## config.mk

```make
export PLATFORM = sky130hd
export DESIGN_NAME = slot_game_ctrl_flat
export DESIGN_NICKNAME = d
export VERILOG_FILES = /design/src/rtl/slot_pkg.sv /design/src/rtl/slot_game_ctrl_if.sv /design/src/rtl/slot_reel.sv /design/src/rtl/slot_game_ctrl.sv /design/src/flat_wrapper.sv
export SDC_FILE = /design/constraint.sdc
export NUM_CORES = 1
export LEC_CHECK = 0
export BUFFER_PORTS_ARGS = -buffer_cell sky130_fd_sc_hd__buf_2
export CAP_MARGIN = 40
export CORE_ASPECT_RATIO = 1.5
export CORE_MARGIN = 1.5
export CORE_UTILIZATION = 59
export DETAILED_ROUTE_END_ITERATION = 8
export PLACE_DENSITY_LB_ADDON = 0.25
export SYNTH_ARGS = -nofsm -noshare
export SYNTH_HDL_FRONTEND = slang
export SYNTH_HIERARCHICAL = 1
export SYNTH_SLANG_ARGS = --single-unit
```

## constraint.sdc

```tcl
create_clock -name CLK -period 5.3 [get_ports CLK]
set_input_delay 1.06 -clock CLK [delete_from_list [all_inputs] [get_ports CLK]]
set_output_delay 1.06 -clock CLK [all_outputs]
set_load 0.01 [all_outputs]
```

## src/rtl/slot_pkg.sv

```systemverilog
// Shared types and sizes for the three-reel slot machine.
// Holds the game state encoding and the reel/credit/step widths.
package slot_pkg;

    localparam int REEL_W     = 4;
    localparam int NUM_REELS  = 3;
    localparam int CREDIT_W   = 8;
    localparam int CREDIT_MAX = 255;
    localparam int STEP_W     = 8;

    typedef enum logic [1:0] {
        ST_IDLE = 2'b00,
        ST_SPIN = 2'b01,
        ST_EVAL = 2'b10,
        ST_HOLD = 2'b11
    } state_t;

endpackage

```

## src/rtl/slot_game_ctrl_if.sv

```systemverilog
// Player/display bundle of the slot game sequencer.
// master drives the controls, slave is the sequencer.
interface slot_game_ctrl_if;
    import slot_pkg::*;

    logic                          TICK;
    logic                          START;
    logic                          COIN;
    logic [NUM_REELS*REEL_W-1:0]   RAND;
    logic [REEL_W-1:0]             REEL0;
    logic [REEL_W-1:0]             REEL1;
    logic [REEL_W-1:0]             REEL2;
    logic [NUM_REELS-1:0]          REEL_RUN;
    logic [1:0]                    STATE;
    logic                          WIN;
    logic                          JACKPOT;
    logic [CREDIT_W-1:0]           CREDITS;

    modport master (
        output TICK, START, COIN, RAND,
        input  REEL0, REEL1, REEL2, REEL_RUN,
        input  STATE, WIN, JACKPOT, CREDITS
    );

    modport slave (
        input  TICK, START, COIN, RAND,
        output REEL0, REEL1, REEL2, REEL_RUN,
        output STATE, WIN, JACKPOT, CREDITS
    );

endinterface

```

## src/rtl/slot_reel.sv

```systemverilog
// One reel: 4-bit position counter, latched stop target and run flag.
// Stops on the step where it lands on target after its minimum count.
module slot_reel
    import slot_pkg::*;
(
    input  logic              CLK,
    input  logic              CLR_N,
    input  logic              load,
    input  logic              tick,
    input  logic [REEL_W-1:0] target_in,
    input  logic [STEP_W-1:0] step_count,
    input  logic [STEP_W-1:0] min_steps,
    output logic [REEL_W-1:0] value,
    output logic              running
);

    logic [REEL_W-1:0] target;
    logic [REEL_W-1:0] value_nxt;

    assign value_nxt = value + 1'b1;

    // latch target on load, step while running, stop on target past minimum
    always_ff @(posedge CLK or negedge CLR_N) begin
        if (!CLR_N) begin
            value   <= '0;
            target  <= '0;
            running <= 1'b0;
        end else if (load) begin
            target  <= target_in;
            running <= 1'b1;
        end else if (tick && running) begin
            value <= value_nxt;
            if (value_nxt == target && step_count >= min_steps)
                running <= 1'b0;
        end
    end

endmodule

```

## src/rtl/slot_game_ctrl.sv

```systemverilog
// Slot game sequencer: charge, spin, stop, score, pay, hold.
// Define SLOT_FREE_PLAY_EN to start games without spending credits.
module slot_game_ctrl
    import slot_pkg::*;
#(
    parameter int MIN_STEPS  = 16,
    parameter int STAGGER    = 8,
    parameter int HOLD_TICKS = 5,
    parameter int PAY2       = 2,
    parameter int PAY3       = 10
) (
    input logic             CLK,
    input logic             CLR_N,
    slot_game_ctrl_if.slave bus
);

    localparam int SUM_W = CREDIT_W + 2;

    state_t              state, state_nxt;
    logic                start_q, start_edge;
    logic                accept, do_eval, can_play, spend, spin_tick;
    logic [STEP_W-1:0]   step_cnt, step_nxt, hold_cnt;
    logic [CREDIT_W-1:0] credits, pay;
    logic [SUM_W-1:0]    csum;
    logic                win, jackpot, all3, two;
    logic [REEL_W-1:0]   val [NUM_REELS];
    logic [NUM_REELS-1:0] run;

    assign start_edge = bus.START & ~start_q;
    assign spin_tick  = bus.TICK && state == ST_SPIN;
    assign step_nxt   = step_cnt + 1'b1;

`ifdef SLOT_FREE_PLAY_EN
    assign can_play = 1'b1;
    assign spend    = 1'b0;
`else
    assign can_play = credits != '0;
    assign spend    = accept;
`endif

    for (genvar i = 0; i < NUM_REELS; i++) begin : g_reel
        slot_reel u_reel (
            .CLK        (CLK),
            .CLR_N      (CLR_N),
            .load       (accept),
            .tick       (spin_tick),
            .target_in  (bus.RAND[i*REEL_W +: REEL_W]),
            .step_count (step_nxt),
            .min_steps  (STEP_W'(MIN_STEPS + i*STAGGER)),
            .value      (val[i]),
            .running    (run[i])
        );
    end

    assign all3 = val[0] == val[1] && val[1] == val[2];
    assign two  = !all3 && (val[0] == val[1] ||
                            val[1] == val[2] ||
                            val[0] == val[2]);

    // next state and one-cycle game events
    always_comb begin
        state_nxt = state;
        accept    = 1'b0;
        do_eval   = 1'b0;
        unique case (state)
            ST_IDLE: begin
                if (start_edge && can_play) begin
                    accept    = 1'b1;
                    state_nxt = ST_SPIN;
                end
            end
            ST_SPIN: begin
                if (run == '0)
                    state_nxt = ST_EVAL;
            end
            ST_EVAL: begin
                do_eval   = 1'b1;
                state_nxt = ST_HOLD;
            end
            ST_HOLD: begin
                if (bus.TICK && hold_cnt == STEP_W'(HOLD_TICKS - 1))
                    state_nxt = ST_IDLE;
            end
            default: state_nxt = ST_IDLE;
        endcase
    end

    // payout and saturating credit sum
    always_comb begin
        pay = '0;
        if (do_eval) begin
            unique case (1'b1)
                all3:    pay = CREDIT_W'(PAY3);
                two:     pay = CREDIT_W'(PAY2);
                default: pay = '0;
            endcase
        end
        csum = SUM_W'(credits) + SUM_W'(bus.COIN)
             + SUM_W'(pay) - SUM_W'(spend);
    end

    // state register and start edge history
    always_ff @(posedge CLK or negedge CLR_N) begin
        if (!CLR_N) begin
            state   <= ST_IDLE;
            start_q <= 1'b0;
        end else begin
            state   <= state_nxt;
            start_q <= bus.START;
        end
    end

    // step and hold tick counters
    always_ff @(posedge CLK or negedge CLR_N) begin
        if (!CLR_N) begin
            step_cnt <= '0;
            hold_cnt <= '0;
        end else begin
            if (accept)
                step_cnt <= '0;
            else if (spin_tick)
                step_cnt <= step_nxt;
            if (state != ST_HOLD)
                hold_cnt <= '0;
            else if (bus.TICK)
                hold_cnt <= hold_cnt + 1'b1;
        end
    end

    // credit balance and result flags
    always_ff @(posedge CLK or negedge CLR_N) begin
        if (!CLR_N) begin
            credits <= '0;
            win     <= 1'b0;
            jackpot <= 1'b0;
        end else begin
            if (csum > SUM_W'(CREDIT_MAX))
                credits <= CREDIT_W'(CREDIT_MAX);
            else
                credits <= csum[CREDIT_W-1:0];
            if (accept) begin
                win     <= 1'b0;
                jackpot <= 1'b0;
            end else if (do_eval) begin
                win     <= two;
                jackpot <= all3;
            end
        end
    end

    assign bus.REEL0    = val[0];
    assign bus.REEL1    = val[1];
    assign bus.REEL2    = val[2];
    assign bus.REEL_RUN = run;
    assign bus.STATE    = state;
    assign bus.WIN      = win;
    assign bus.JACKPOT  = jackpot;
    assign bus.CREDITS  = credits;

endmodule

```

## src/flat_wrapper.sv

```systemverilog
// flat-port wrapper written by rule: the top's interface ports become plain ports
module slot_game_ctrl_flat import slot_pkg::*;
#(
    parameter int MIN_STEPS  = 16,
    parameter int STAGGER    = 8,
    parameter int HOLD_TICKS = 5,
    parameter int PAY2       = 2,
    parameter int PAY3       = 10
)
  (CLK, CLR_N, bus_TICK, bus_START, bus_COIN, bus_RAND, bus_REEL0, bus_REEL1, bus_REEL2, bus_REEL_RUN, bus_STATE, bus_WIN, bus_JACKPOT, bus_CREDITS);
  slot_game_ctrl_if bus_i ();
  input logic CLK;
  input logic CLR_N;
  input wire logic [$bits(bus_i.TICK)-1:0] bus_TICK;
  input wire logic [$bits(bus_i.START)-1:0] bus_START;
  input wire logic [$bits(bus_i.COIN)-1:0] bus_COIN;
  input wire logic [$bits(bus_i.RAND)-1:0] bus_RAND;
  output wire logic [$bits(bus_i.REEL0)-1:0] bus_REEL0;
  output wire logic [$bits(bus_i.REEL1)-1:0] bus_REEL1;
  output wire logic [$bits(bus_i.REEL2)-1:0] bus_REEL2;
  output wire logic [$bits(bus_i.REEL_RUN)-1:0] bus_REEL_RUN;
  output wire logic [$bits(bus_i.STATE)-1:0] bus_STATE;
  output wire logic [$bits(bus_i.WIN)-1:0] bus_WIN;
  output wire logic [$bits(bus_i.JACKPOT)-1:0] bus_JACKPOT;
  output wire logic [$bits(bus_i.CREDITS)-1:0] bus_CREDITS;
  assign bus_i.TICK = bus_TICK;
  assign bus_i.START = bus_START;
  assign bus_i.COIN = bus_COIN;
  assign bus_i.RAND = bus_RAND;
  assign bus_REEL0 = bus_i.REEL0;
  assign bus_REEL1 = bus_i.REEL1;
  assign bus_REEL2 = bus_i.REEL2;
  assign bus_REEL_RUN = bus_i.REEL_RUN;
  assign bus_STATE = bus_i.STATE;
  assign bus_WIN = bus_i.WIN;
  assign bus_JACKPOT = bus_i.JACKPOT;
  assign bus_CREDITS = bus_i.CREDITS;
  slot_game_ctrl #(.MIN_STEPS(MIN_STEPS), .STAGGER(STAGGER), .HOLD_TICKS(HOLD_TICKS), .PAY2(PAY2), .PAY3(PAY3)) u_core (.CLK(CLK), .CLR_N(CLR_N), .bus(bus_i));
endmodule
```

; ---- Word level (Yosys, flattened, before mapping)
; Cells that the tools add are included.
[totals]
regBits = 56
latchBits = 0
ram_bits = 0
romBits = 0
out_inout_bits = 27
word_cells = 105
memories = 0
[op_classes]
add_sub_neg = 8
n_mul = 0
n_div = 0
n_lt_le_gt_ge = 4
n_eq_ne = 14
shift = 0
muxes = 27
bitwise = 3
reduce_logical = 33
[op_table]
columns = op, count
row1 = $mux W8, 6
row2 = $eq A4 B4 Y1, 6
row3 = $reduce_bool A2 Y1, 9
row4 = $add A8 B1 Y8 const B, 2
row5 = $ge A8 B5 Y1 const B, 2
row6 = $mux W1, 16
row7 = $add A4 B1 Y4 const B, 3
row8 = $reduce_and A2 Y1, 6
row9 = $logic_and A1 B1 Y1, 11
row10 = $add A10 B8 Y10, 1
row11 = $gt A10 B8 Y1 const B, 1
row12 = $sub A10 B1 Y10, 1
row13 = $add A8 B1 Y9, 1
row14 = $eq A8 B3 Y1 const B, 1
row15 = $ge A8 B6 Y1 const B, 1
row16 = $pmux W2 S4, 1
row17 = $pmux W4 S2, 1
row18 = $reduce_bool A8 Y1, 1
row19 = $mux W2, 3
row20 = $eq A2 B2 Y1 const B, 2
row21 = $ne A2 B1 Y1 const B, 2
row22 = $ne A2 B2 Y1 const B, 2
row23 = $logic_not A3 Y1, 1
row24 = $reduce_and A3 Y1, 1
row25 = other kinds (6), 8

; ---- Logic depth before layout (Yosys ltp)
; Gate-level depths: netlist (run 1).
[depth]
depth_word = 10
mapped_depth = 16
depth_no_buf = 15

; ---- Modules after synthesis
; Netlist (run 1), hierarchy kept.
[modules_own_cells]
columns = module, instances, cells_per_inst, area_per_inst_um2, seq_area_each_um2
row1 = slot_game_ctrl, 1, 222, 2040.7, 725.7
row2 = slot_reel, 3, 58, 609.3, 225.2

; ---- Worst setup path after synthesis (run 1)
; OpenSTA, ideal clock, no wires.
[synth_path]
kind = input -> register
start = input port bus_START
end = register u_core.credits[4] (netlist: u_core/bus.CREDITS[4])
arrival_ns = 4.125
setup_slack_ns = 1.029
cell_stages = 14
path_buffers = 1
path_cell_list = inv_1 a311o_1 nor2_1 clkbuf_1 ha_1 inv_1 ha_1 inv_1 fa_1 nand2b_1 a211oi_2 mux2i_1 a211oi_2 o21ai_0
[synth_via]
elab_chain_len = 7
[synth_lines]
columns = item, line
row1 = from (decl), flat_wrapper.sv:15  ; input wire logic [$bits(bus_i.START)-1:0] bus_START;
row2 = $and A1 B1 Y1 *, slot_game_ctrl.sv:29  ; assign start_edge = bus.START & ~start_q;
row3 = $logic_and A1 B1 Y1 *, slot_game_ctrl.sv:67  ; if (start_edge && can_play) begin
row4 = $mux W1 *, slot_game_ctrl.sv:67
row5 = $mux W1 *, slot_game_ctrl.sv:65  ; unique case (state)
row6 = via u_core.accept, slot_game_ctrl.sv:21  ; logic accept, do_eval, can_play, spend, spin_tick;
row7 = $sub A10 B1 Y10 *, slot_game_ctrl.sv:99  ; + SUM_W'(pay) - SUM_W'(spend);
row8 = $gt A10 B8 Y1, slot_game_ctrl.sv:137  ; if (csum > SUM_W'(CREDIT_MAX))
row9 = $mux W8 *, slot_game_ctrl.sv:137
row10 = to (signal assigned), slot_game_ctrl.sv:138  ; credits <= CREDIT_W'(CREDIT_MAX);
row11 = to (signal assigned), slot_game_ctrl.sv:140  ; credits <= csum[CREDIT_W-1:0];
row12 = to (decl), slot_game_ctrl.sv:23  ; logic [CREDIT_W-1:0] credits, pay;
; Mark *: on every way through the listed nets, which the timed path passes. The rest lies on a longest branch.
; A chain may end at the register's enable or synchronous reset.

; ---- Final worst setup path (run 1)
[layout_path]
start = register u_core.credits[7] (netlist: u_core/bus.CREDITS[7])
end = register u_core.credits[6] (netlist: u_core/bus.CREDITS[6])
[layout_via]
elab_chain_len = 7
elab_cells_between_ends = 9
[layout_lines]
columns = item, line
row1 = "parallel branches: the longest is 4 deep, another holds $add A10 B8 Y10", n/a
row2 = $sub A10 B1 Y10 *, slot_game_ctrl.sv:99
row3 = $gt A10 B8 Y1, slot_game_ctrl.sv:137
row4 = $mux W8 *, slot_game_ctrl.sv:137
; Mark *: on every way between the ends.

==> impl_metrics.py, run 1 <==
metrics = {
    "status": {
        "outcome": "complete, no violations",
    },
    "synth": {
        "synth-seq-area-share": 0.362,
        "synth-async-reset-ratio": 1.00,
        "yosysTopAreaCellShare": 0.362,
        "synthTopCellsByArea": "dfrtp_1 (36%), ha_1 (16%), xnor2_1 (9.3%)",
        "syn_avg_cell_area_um2": 9.77,
        "syn_area_um2": 3870,
        "yosys_warnings": 6,
        "ys.flop_type": "dfrtp_1",
        "synth_cell_types": 46,
        "yosys.area.top_type": "dfrtp_1",
        "synthCells": 396,
        "ys_seq_elements": 56,
        "synth_edf_count": 0,
    },
    "cells_and_area": {
        "register_area_um2": 1400,
        "area_growth_pct": 12.6,
        "finalNetCount": 533,
        "diodes": 0,
        "multiInputGateArea_um2": 2310,
        "finalNonFillerCells": 544,
        "fillers": 532,
        "post-route-util": 0.681,
        "drive_gt1_frac": 0.152,
    },
    "global_route": {
        "busiest_layer": "met2",
        "grtUsageTotal": 0.226,
        "grt_overflow_total": 0,
        "use_met1": 0.281,
        "antenna_found_initial": 0,
        "grt_pass1_wl_um": 13000,
        "use_met2": 0.411,
        "grt_pass1_vias": 2818,
        "grt_max_degree": 57,
        "grt.met3_usage": 0.0335,
    },
    "die": {
        "initial_core_util": 0.605,
        "core-area_um2": 6400,
        "ioPinCount": 44,
        "dieArea_um2": 7060,
        "die_h_um": 102,
        "rows": 36,
        "die_x_um": 69.1,
    },
    "hold_path": {
        "hp-class": "reg2reg",
    },
    "clock_network": {
        "htree_levels": 2,
        "clockBufferDepth": 2,
        "numCtsBuffers": 5,
        "cts_sinks": 56,
        "clk_pin_slew_ns": 0.10,
        "clockRootBuffer": "clkbuf_8",
        "cts_tree": "done",
        "post-cts-setup-buffers": 0,
        "clock_latency_ns": 0.30,
        "ctsHoldBuffers": 0,
        "cts_resized": 0,
    },
    "power_and_ir_drop": {
        "ir_drop_mv": 0.342,
        "power_frac_seq": 0.334,
        "p_int_uw": 1300,
        "p_leak_uw": 0.00215,
        "p_sw_frac": 0.433,
        "power.switching_uw": 996,
        "powerDensity_nw_per_um2": 527,
        "p_comb_frac": 0.560,
        "clkPwrFrac": 0.105,
    },
    "sta": {
        "fin_crit_ns": 3.51,
        "setup_viol": 0,
        "worstMarginPinSlew_ns": 0.701,
        "finalMaxSlewViolations": 0,
        "fin_crit_sh": 0.662,
        "fin_skew_ns": 0.00563,
        "finalSetupTns_ns": 0,
        "slew_headroom": 0.533,
        "layout_setup_ws_ns": 1.79,
        "rsz0062_at_grt": "no",
        "fmax_mhz": 285,
        "hold_viol_final": 0,
    },
    "placed_design": {
        "dp_hpwl_um": 5780,
        "port_buffers": 43,
        "post-place-ws_ns": 1.49,
        "placed_cells": 536,
        "gp_congestion": 0.891,
    },
    "route": {
        "viasPerCell": 5.28,
        "first_iter_violations": 141,
        "antenna_left": 0,
        "wire_per_inst_um": 13.8,
        "post-route-drc-count": 0,
        "dr.pass1.iters": 4,
        "via_count": 2874,
        "wl_um": 7530,
    },
    "job": {
        "maxCapViolations": 0,
    },
    "setup_path": {
        "crit_path_end_kind": "flop",
        "critPathLaunchType": "flop",
        "path_class": "reg2reg",
        "reg2reg_slack_ns": 1.79,
        "critical_path.max_fanout": 7,
        "worst_ep_arrival_time_ns": 3.68,
        "cp.required_ns": 5.47,
    },
}
[metrics by stage]
stage / cell area (um2) / hold WS [ns] / total power (uW)
2_1_floorplan: 3950 / 0.501 / 1720
5_1_grt: 4360 / 0.565 / 2510
3_5_place_dp: 4260 / 0.521 / 2060
3_3_place_gp: 4260 / 0.512 / 2010
4_1_cts: 4360 / 0.544 / 2310
6_report: 4360 / 0.538 / 2300
[final cells by class]
type / count / area share
clock buffer: 7 / 0.0198
clock inverter: 1 / 0.00172
timing repair buffer: 45 / 0.0528
tap: 76 / 0.0218
multi-input combinational: 299 / 0.531
inverter: 60 / 0.0517
sequential: 56 / 0.322
[cell usage in the layout, fill, tap and decap left out, types with 2 or more instances in the layout]
cell       n
a211oi_2   2
a21o_1     4
a21oi_1   14
a221o_1    3
a311o_1    4
and2_1     7
buf_2     43
buf_4      2
clkbuf_8   6
conb_1    24
dfrtp_1   56
ha_1      48
inv_1     60
mux2_2    15
mux2i_1    3
nand2_1   17
nand2b_1   7
nand3_1   17
nand3b_1   4
nand4_1    5
nor2_1    19
nor2b_1    2
nor3_1     2
nor3b_1    2
nor4_1     3
o21a_1     3
o21ai_0   11
o21ai_1    2
o31a_1     3
xnor2_1   41
xor2_1    20
[cells by family (layout without fill, tap and decap cells)]
logic type | after synthesis | in the layout | share of synthesized area
buffers and inverters | 63 | 113 | 0.0621
AND/OR/NAND/NOR | 92 | 92 | 0.124
other | 2 | 24 | 0.00194
XOR/XNOR | 61 | 61 | 0.138
multiplexers | 19 | 19 | 0.0543
flip-flops | 56 | 56 | 0.362
AO/OA/AOI/OAI | 54 | 54 | 0.0974
adder cells (fa/ha/maj) | 49 | 49 | 0.160
[flip-flops by register name, indices dropped and copies added (netlist names)]
name	count
u_core/g_reel.u_reel/value	12
u_core/bus.STATE	2
u_core/g_reel.u_reel/running	3
u_core/hold_cnt	8
u_core/bus.WIN	1
u_core/step_cnt	8
u_core/start_q	1
u_core/bus.CREDITS	8
u_core/bus.JACKPOT	1
u_core/g_reel.u_reel/target	12
[cell usage after synthesis, types with 7 or more instances]
| cell | n |
|---|---|
| inv_1 | 60 |
| dfrtp_1 | 56 |
| ha_1 | 48 |
| xnor2_1 | 41 |
| nor2_1 | 20 |
| xor2_1 | 20 |
| nand2_1 | 17 |
| nand3_1 | 17 |
| mux2_2 | 15 |
| a21oi_1 | 14 |
| o21ai_0 | 11 |
| and2_1 | 7 |
| nand2b_1 | 7 |
[metal layers]
layer  wire (um)  vias to the layer above  share of wire
met5           0                        -              0
li1            -                     1440              -
met1        3300                     1378           0.44
met3         197                        9          0.026
met4          99                        0          0.013
met2        3930                       47           0.52
[critical path, cell delays in order (launching register included)]
cell and delay, ns:
dfrtp_1 0.44, inv_1 0.11, ha_1 0.19, nor4b_1 0.14
a311o_1 0.39, nor2_2 0.12, ha_1 0.24, inv_1 0.06
ha_1 0.15, inv_1 0.05, fa_1 0.39, nand2b_1 0.21
a211oi_2 0.22, mux2i_1 0.13, a211oi_2 0.39, o21ai_0 0.15
[final timing paths]
check	startpoint	endpoint	depth (start not counted)
max	u_core/bus.CREDITS[7]	u_core/bus.CREDITS[6]	15
min	u_core/g_reel[1].u_reel/target[0]	u_core/g_reel[1].u_reel/target[0]	1
max reg2reg	u_core/bus.CREDITS[7]	u_core/bus.CREDITS[6]	15
min reg2reg	u_core/g_reel[1].u_reel/target[0]	u_core/g_reel[1].u_reel/target[0]	1
max in group asynchronous	CLR_N	u_core/step_cnt[4]	2
min in group asynchronous	CLR_N	u_core/bus.CREDITS[0]	2
[power groups by stage]
stage               clock network (uW)  logic (uW)  registers, uW
finish                             242        1290            769
global route                       268        1450            795
CTS                                251        1290            771
detailed placement                   0        1280            780
global placement                     0        1240            769
floorplan                            0         948            776
No activity file was read; power rests on OpenSTA's default activity.
==> run 2: changes to the inputs <==
==> constraint.sdc (replaced) <==
create_clock -name CLK -period 3.35 [get_ports CLK]
set_input_delay 0.67 -clock CLK [delete_from_list [all_inputs] [get_ports CLK]]
set_output_delay 0.67 -clock CLK [all_outputs]
set_load 0.01 [all_outputs]
==> impl_metrics.py, run 2 (synthesis gave the netlist of run 1 again) <==
metrics = {
    "status": {
        "outcome": "complete, no violations",
    },
    "sta": {
        "fin_crit_sh": 0.964,
        "holdWs_ns": 0.393,
        "slew_headroom": 0.524,
        "worstMarginPinSlew_ns": 0.714,
        "finalSetupTns_ns": 0,
        "finalMaxSlewViolations": 0,
        "hold_viol_final": 0,
        "fin_skew_ns": 0.00401,
        "fin_crit_ns": 3.23,
        "setup_viol": 0,
        "fmax_mhz": 310,
    },
    "route": {
        "first_iter_violations": 65,
        "wl_um": 7670,
        "wire_per_inst_um": 14.0,
        "post-route-drc-count": 0,
        "antenna_left": 0,
        "viasPerCell": 5.25,
        "via_count": 2883,
        "dr.pass1.iters": 4,
    },
    "setup_path": {
        "cp.required_ns": 3.59,
        "worstReg2RegEnd": "u_core/bus.CREDITS[4]",
        "reg2reg_from": "u_core/bus.CREDITS[6]",
        "reg2reg_slack_ns": 0.12,
        "crit_slowest_cell": "dfrtp_1",
        "cp-startpoint": "u_core/bus.CREDITS[6]",
        "path_cells": "inv_2, ha_1, nor4b_2, a311o_1, nor2_2, ha_1, inv_1, ha_2, inv_1, fa_2, nand2b_4, a211oi_4, mux2i_1, a211oi_2, buf_4, o21ai_1",
        "crit_path_end_kind": "flop",
        "crit_family": "adder cells",
        "endpoint": "u_core/bus.CREDITS[4]",
        "critical_path.max_fanout": 7,
        "critPathMaxStageDelay_ns": 0.40,
        "worst_ep_arrival_time_ns": 3.47,
        "critPathLaunchType": "flop",
        "path_class": "reg2reg",
        "path_depth": 16,
        "rr_worst_depth": 16,
        "worst-path-buf-inv": 4,
    },
    "clock_network": {
        "clock_latency_ns": 0.31,
        "clockBufferDepth": 2,
        "clockRootBuffer": "clkbuf_8",
        "clk_pin_slew_ns": 0.11,
        "numCtsBuffers": 5,
        "htree_levels": 2,
        "cts_sinks": 56,
        "cts_tree": "done",
    },
    "job": {
        "maxCapViolations": 0,
    },
    "global_route": {
        "grt_pass1_wl_um": 13100,
        "grt_overflow_total": 0,
        "antenna_found_initial": 0,
        "grt_pass1_vias": 2891,
        "grtUsageTotal": 0.230,
        "grt_max_degree": 34,
    },
    "power_and_ir_drop": {
        "powerDensity_nw_per_um2": 851,
        "p_leak_uw": 0.00217,
        "ir_drop_mv": 0.684,
    },
    "die": {
        "core-area_um2": 6400,
        "initial_core_util": 0.605,
        "rows": 36,
        "dieArea_um2": 7060,
        "die_h_um": 102,
        "ioPinCount": 44,
        "die_x_um": 69.1,
    },
    "cells_and_area": {
        "register_area_um2": 1400,
        "diodes": 0,
        "fillers": 512,
        "stdcell_area_um2": 4430,
        "layout_commonest_cell": "inv_1",
        "area_growth_pct": 14.4,
        "reg.largest.list": "u_core/g_reel.u_reel/target (12), u_core/g_reel.u_reel/value (12)",
        "finalNetCount": 538,
        "drive_gt1_frac": 0.178,
        "layout_common_cells": "inv_1 (58), dfrtp_1 (55), ha_1 (47)",
        "multiInputGateArea_um2": 2340,
    },
    "placed_design": {
        "place_area_um2": 4290,
        "dp_hpwl_um": 5970,
        "port_buffers": 43,
        "gp_congestion": 0.792,
    },
    "hold_path": {
        "hp-class": "in2async",
    },
}
==> run 2: cell count changes in the layout (fill, tap and decap cells not counted), sizes merged <==
cell and change:
clkbuf -2, buf +5, clkinv +1, inv +1
==> run 2: worst min-delay path by stage <==
stage | from | end | slack [ns] | cells after the start
after global placement | u_core/g_reel[0].u_reel/target[1] | u_core/g_reel[0].u_reel/target[1] | 0.51 | 1
final | CLR_N | u_core/g_reel[0].u_reel/target[3] | 0.39 | 1
after floorplan | CLR_N | u_core/bus.CREDITS[0] | 0.37 | 0
after CTS | CLR_N | u_core/g_reel[2].u_reel/value[2] | 0.41 | 1
after detailed placement | u_core/g_reel[0].u_reel/target[1] | u_core/g_reel[0].u_reel/target[1] | 0.52 | 1
after global routing | CLR_N | u_core/g_reel[1].u_reel/target[2] | 0.45 | 1
==> run 2: repair_timing <==
action                                  CTS  global route
resized for setup                         0             4
endpoints found under the hold margin     0             0
setup buffers                             0             3
endpoints found under the setup margin    0             7
hold buffers                              0             0
==> run 2: power breakdown <==
part           switching [uW]  internal, uW
logic                    1110          1040
clock network             239           154
registers                 305           916
==> run 2: final cells by class <==
cell class / count / share of cell area
Sequential cell: 56 / 0.317
Inverter: 60 / 0.0509
Clock inverter: 3 / 0.00622
Clock buffer: 5 / 0.0155
Tap cell: 76 / 0.0215
Timing Repair Buffer: 50 / 0.0605
Multi-Input combinational cell: 299 / 0.528
==> run 2: layer usage <==
| layer | routed length, um | GRT usage | vias up |
|---|---|---|---|
| li1 | - | - | 1455 |
| met1 | 3200 | 0.270 | 1385 |
| met2 | 4220 | 0.439 | 34 |
| met3 | 167 | 0.0286 | 9 |
| met4 | 85 | 0.0664 | 0 |
| met5 | 0 | 0 | - |
==> run 2: metrics by stage <==
stage                     worst slack (ns)  instances  power (uW)  utilization
after detailed placement            0.0294        538        3340        0.671
after floorplan                     0.0191        418        2760            -
after global routing               -0.0223        549        4080        0.692
final                                0.122        549        3770        0.692
after CTS                          0.00863        546        3750        0.686
after global placement               0.154        538        3230        0.671
==> run 3: changes to the inputs <==
--- a/config.mk
+++ b/config.mk
@@ -8,7 +8,7 @@
 export BUFFER_PORTS_ARGS = -buffer_cell sky130_fd_sc_hd__buf_2
 export CAP_MARGIN = 40
 export CORE_ASPECT_RATIO = 1.5
-export CORE_MARGIN = 1.5
+export CORE_MARGIN = 3
 export CORE_UTILIZATION = 59
 export DETAILED_ROUTE_END_ITERATION = 8
 export PLACE_DENSITY_LB_ADDON = 0.25
==> impl_metrics.py, run 3 (synthesis gave the netlist of run 1 again) <==
metrics = {
    "global_route": {
        "busiest_layer": "met2",
        "grt_overflow_total": 0,
        "use_met2": 0.445,
        "use_met1": 0.247,
        "grt_pass1_wl_um": 14100,
        "grt_max_degree": 29,
        "grtUsageTotal": 0.233,
        "grt.met3_usage": 0.0298,
        "grt_pass1_vias": 3161,
        "antenna_found_initial": 0,
    },
    "sta": {
        "holdWs_ns": 0.352,
        "worstMarginPinSlew_ns": 0.613,
        "finalSetupTns_ns": 0,
        "hold_viol_final": 0,
        "fin_crit_ns": 3.21,
        "setup_viol": 0,
        "slew_headroom": 0.591,
        "finalMaxSlewViolations": 0,
        "layout_setup_ws_ns": 0.142,
        "fin_crit_sh": 0.958,
        "fmax_mhz": 312,
        "fin_skew_ns": 0.00947,
    },
    "setup_path": {
        "critPathLaunchType": "flop",
        "crit_path_end_kind": "flop",
        "worst_ep_arrival_time_ns": 3.41,
        "path_class": "reg2reg",
        "critical_path.max_fanout": 7,
        "cp.required_ns": 3.55,
    },
    "clock_network": {
        "cts_tree": "done",
        "clockRootBuffer": "clkbuf_8",
        "ctsHoldBuffers": 0,
        "numCtsBuffers": 5,
        "cts_sinks": 56,
        "clk_pin_slew_ns": 0.10,
        "clock_latency_ns": 0.31,
        "clockBufferDepth": 2,
        "htree_levels": 2,
    },
    "die": {
        "die_x_um": 72.1,
        "rows": 35,
        "die_h_um": 105,
        "core-area_um2": 6260,
        "initial_core_util": 0.618,
        "dieArea_um2": 7580,
        "ioPinCount": 44,
    },
    "route": {
        "antenna_left": 0,
        "post-route-drc-count": 0,
        "wire_per_inst_um": 14.7,
        "wl_um": 8050,
        "viasPerCell": 5.40,
        "via_count": 2962,
        "first_iter_violations": 81,
        "dr.pass1.iters": 4,
    },
    "cells_and_area": {
        "finalNetCount": 540,
        "layout_commonest_cell": "inv_1",
        "area_growth_pct": 14.2,
        "post-route-util": 0.706,
        "layout_common_cells": "inv_1 (59), dfrtp_1 (55), ha_1 (48)",
        "reg.largest.list": "u_core/g_reel.u_reel/target (12), u_core/g_reel.u_reel/value (12)",
        "drive_gt1_frac": 0.177,
        "finalNonFillerCells": 549,
        "diodes": 0,
        "fillers": 497,
    },
    "placed_design": {
        "dp_hpwl_um": 6380,
        "post-place-ws_ns": 0.0479,
        "placed_cells": 536,
        "gp_congestion": 0.839,
        "port_buffers": 43,
    },
    "power_and_ir_drop": {
        "clkPwrFrac": 0.098,
        "p_leak_uw": 0.00219,
        "ir_drop_mv": 0.539,
        "p_int_uw": 2110,
        "power_frac_seq": 0.327,
        "power.switching_uw": 1650,
        "powerDensity_nw_per_um2": 850,
        "p_comb_frac": 0.575,
        "p_sw_frac": 0.438,
    },
    "job": {
        "maxCapViolations": 0,
    },
    "hold_path": {
        "hp-class": "in2async",
    },
    "status": {
        "outcome": "complete, no violations",
    },
}
run 3: cell count changes in the layout (fill, tap and decap cells not counted), sizes merged:
| cell | previous run | this run |
|---|---|---|
| buf | 50 | 52 |
| clkinv | 1 | 3 |
| clkinvlp | 1 | 0 |
| inv | 61 | 60 |
run 3: stage by stage:
stage / instance area, um2 / total power (uW)
after global routing: 4420 / 4100
after global placement: 4290 / 3240
after detailed placement: 4290 / 3360
final: 4420 / 3760
after floorplan: 3970 / 2760
after CTS: 4380 / 3740
run 3: metal layers:
layer / vias up / wire length [um]
met4: 0 / 202
li1: 1455 / -
met1: 1433 / 3030
met3: 18 / 254
met2: 56 / 4560
met5: - / 0
run 3: power by group through the flow:
stage / registers [uW] / logic, uW / clock network [uW]
finish: 1230 / 2160 / 368
global route: 1270 / 2430 / 404
CTS: 1230 / 2130 / 379
detailed placement: 1250 / 2120 / 0
global placement: 1230 / 2010 / 0
floorplan: 1230 / 1530 / 0
run 3: final timing paths:
| check | start | end | slack (ns) | depth (start not counted) |
|---|---|---|---|---|
| setup / recovery | u_core/bus.CREDITS[7] | u_core/bus.CREDITS[1] | 0.14 | 16 |
| max in group asynchronous | CLR_N | u_core/g_reel[1].u_reel/target[1] | 2.35 | 2 |
| setup reg to reg | u_core/bus.CREDITS[7] | u_core/bus.CREDITS[1] | 0.14 | 16 |
| min in group CLK | bus_START | u_core/start_q | 0.48 | 1 |
| hold reg to reg | u_core/g_reel[0].u_reel/target[2] | u_core/g_reel[0].u_reel/target[2] | 0.53 | 1 |
| hold / removal | CLR_N | u_core/bus.CREDITS[0] | 0.35 | 1 |
run 3: repair_timing:
item	in CTS	in global routing
buffers inserted	0	5
endpoints found under the setup margin	0	7
gates resized for setup	0	1
run 3: final cells by class:
class | count | area (um2) | share of cell area
Multi-Input combinational cell | 299 | 2330 | 0.527
Sequential cell | 56 | 1400 | 0.317
Timing Repair Buffer | 52 | 283 | 0.0640
Inverter | 60 | 225 | 0.0510
Tap cell | 74 | 92.6 | 0.0210
Clock buffer | 5 | 68.8 | 0.0156
Clock inverter | 3 | 18.8 | 0.00425
run 3: worst max-delay path, stage by stage, from the launching register on:
cell,delay [ns]
dfrtp_2,0.39
inv_1,0.08
ha_1,0.19
nor4b_2,0.15
a311o_1,0.35
nor2_2,0.12
ha_1,0.24
inv_1,0.06
ha_1,0.15
inv_1,0.06
fa_2,0.35
nand2b_4,0.16
a211oi_2,0.21
mux2i_1,0.13
a211oi_2,0.21
buf_4,0.18
nand2_1,0.08
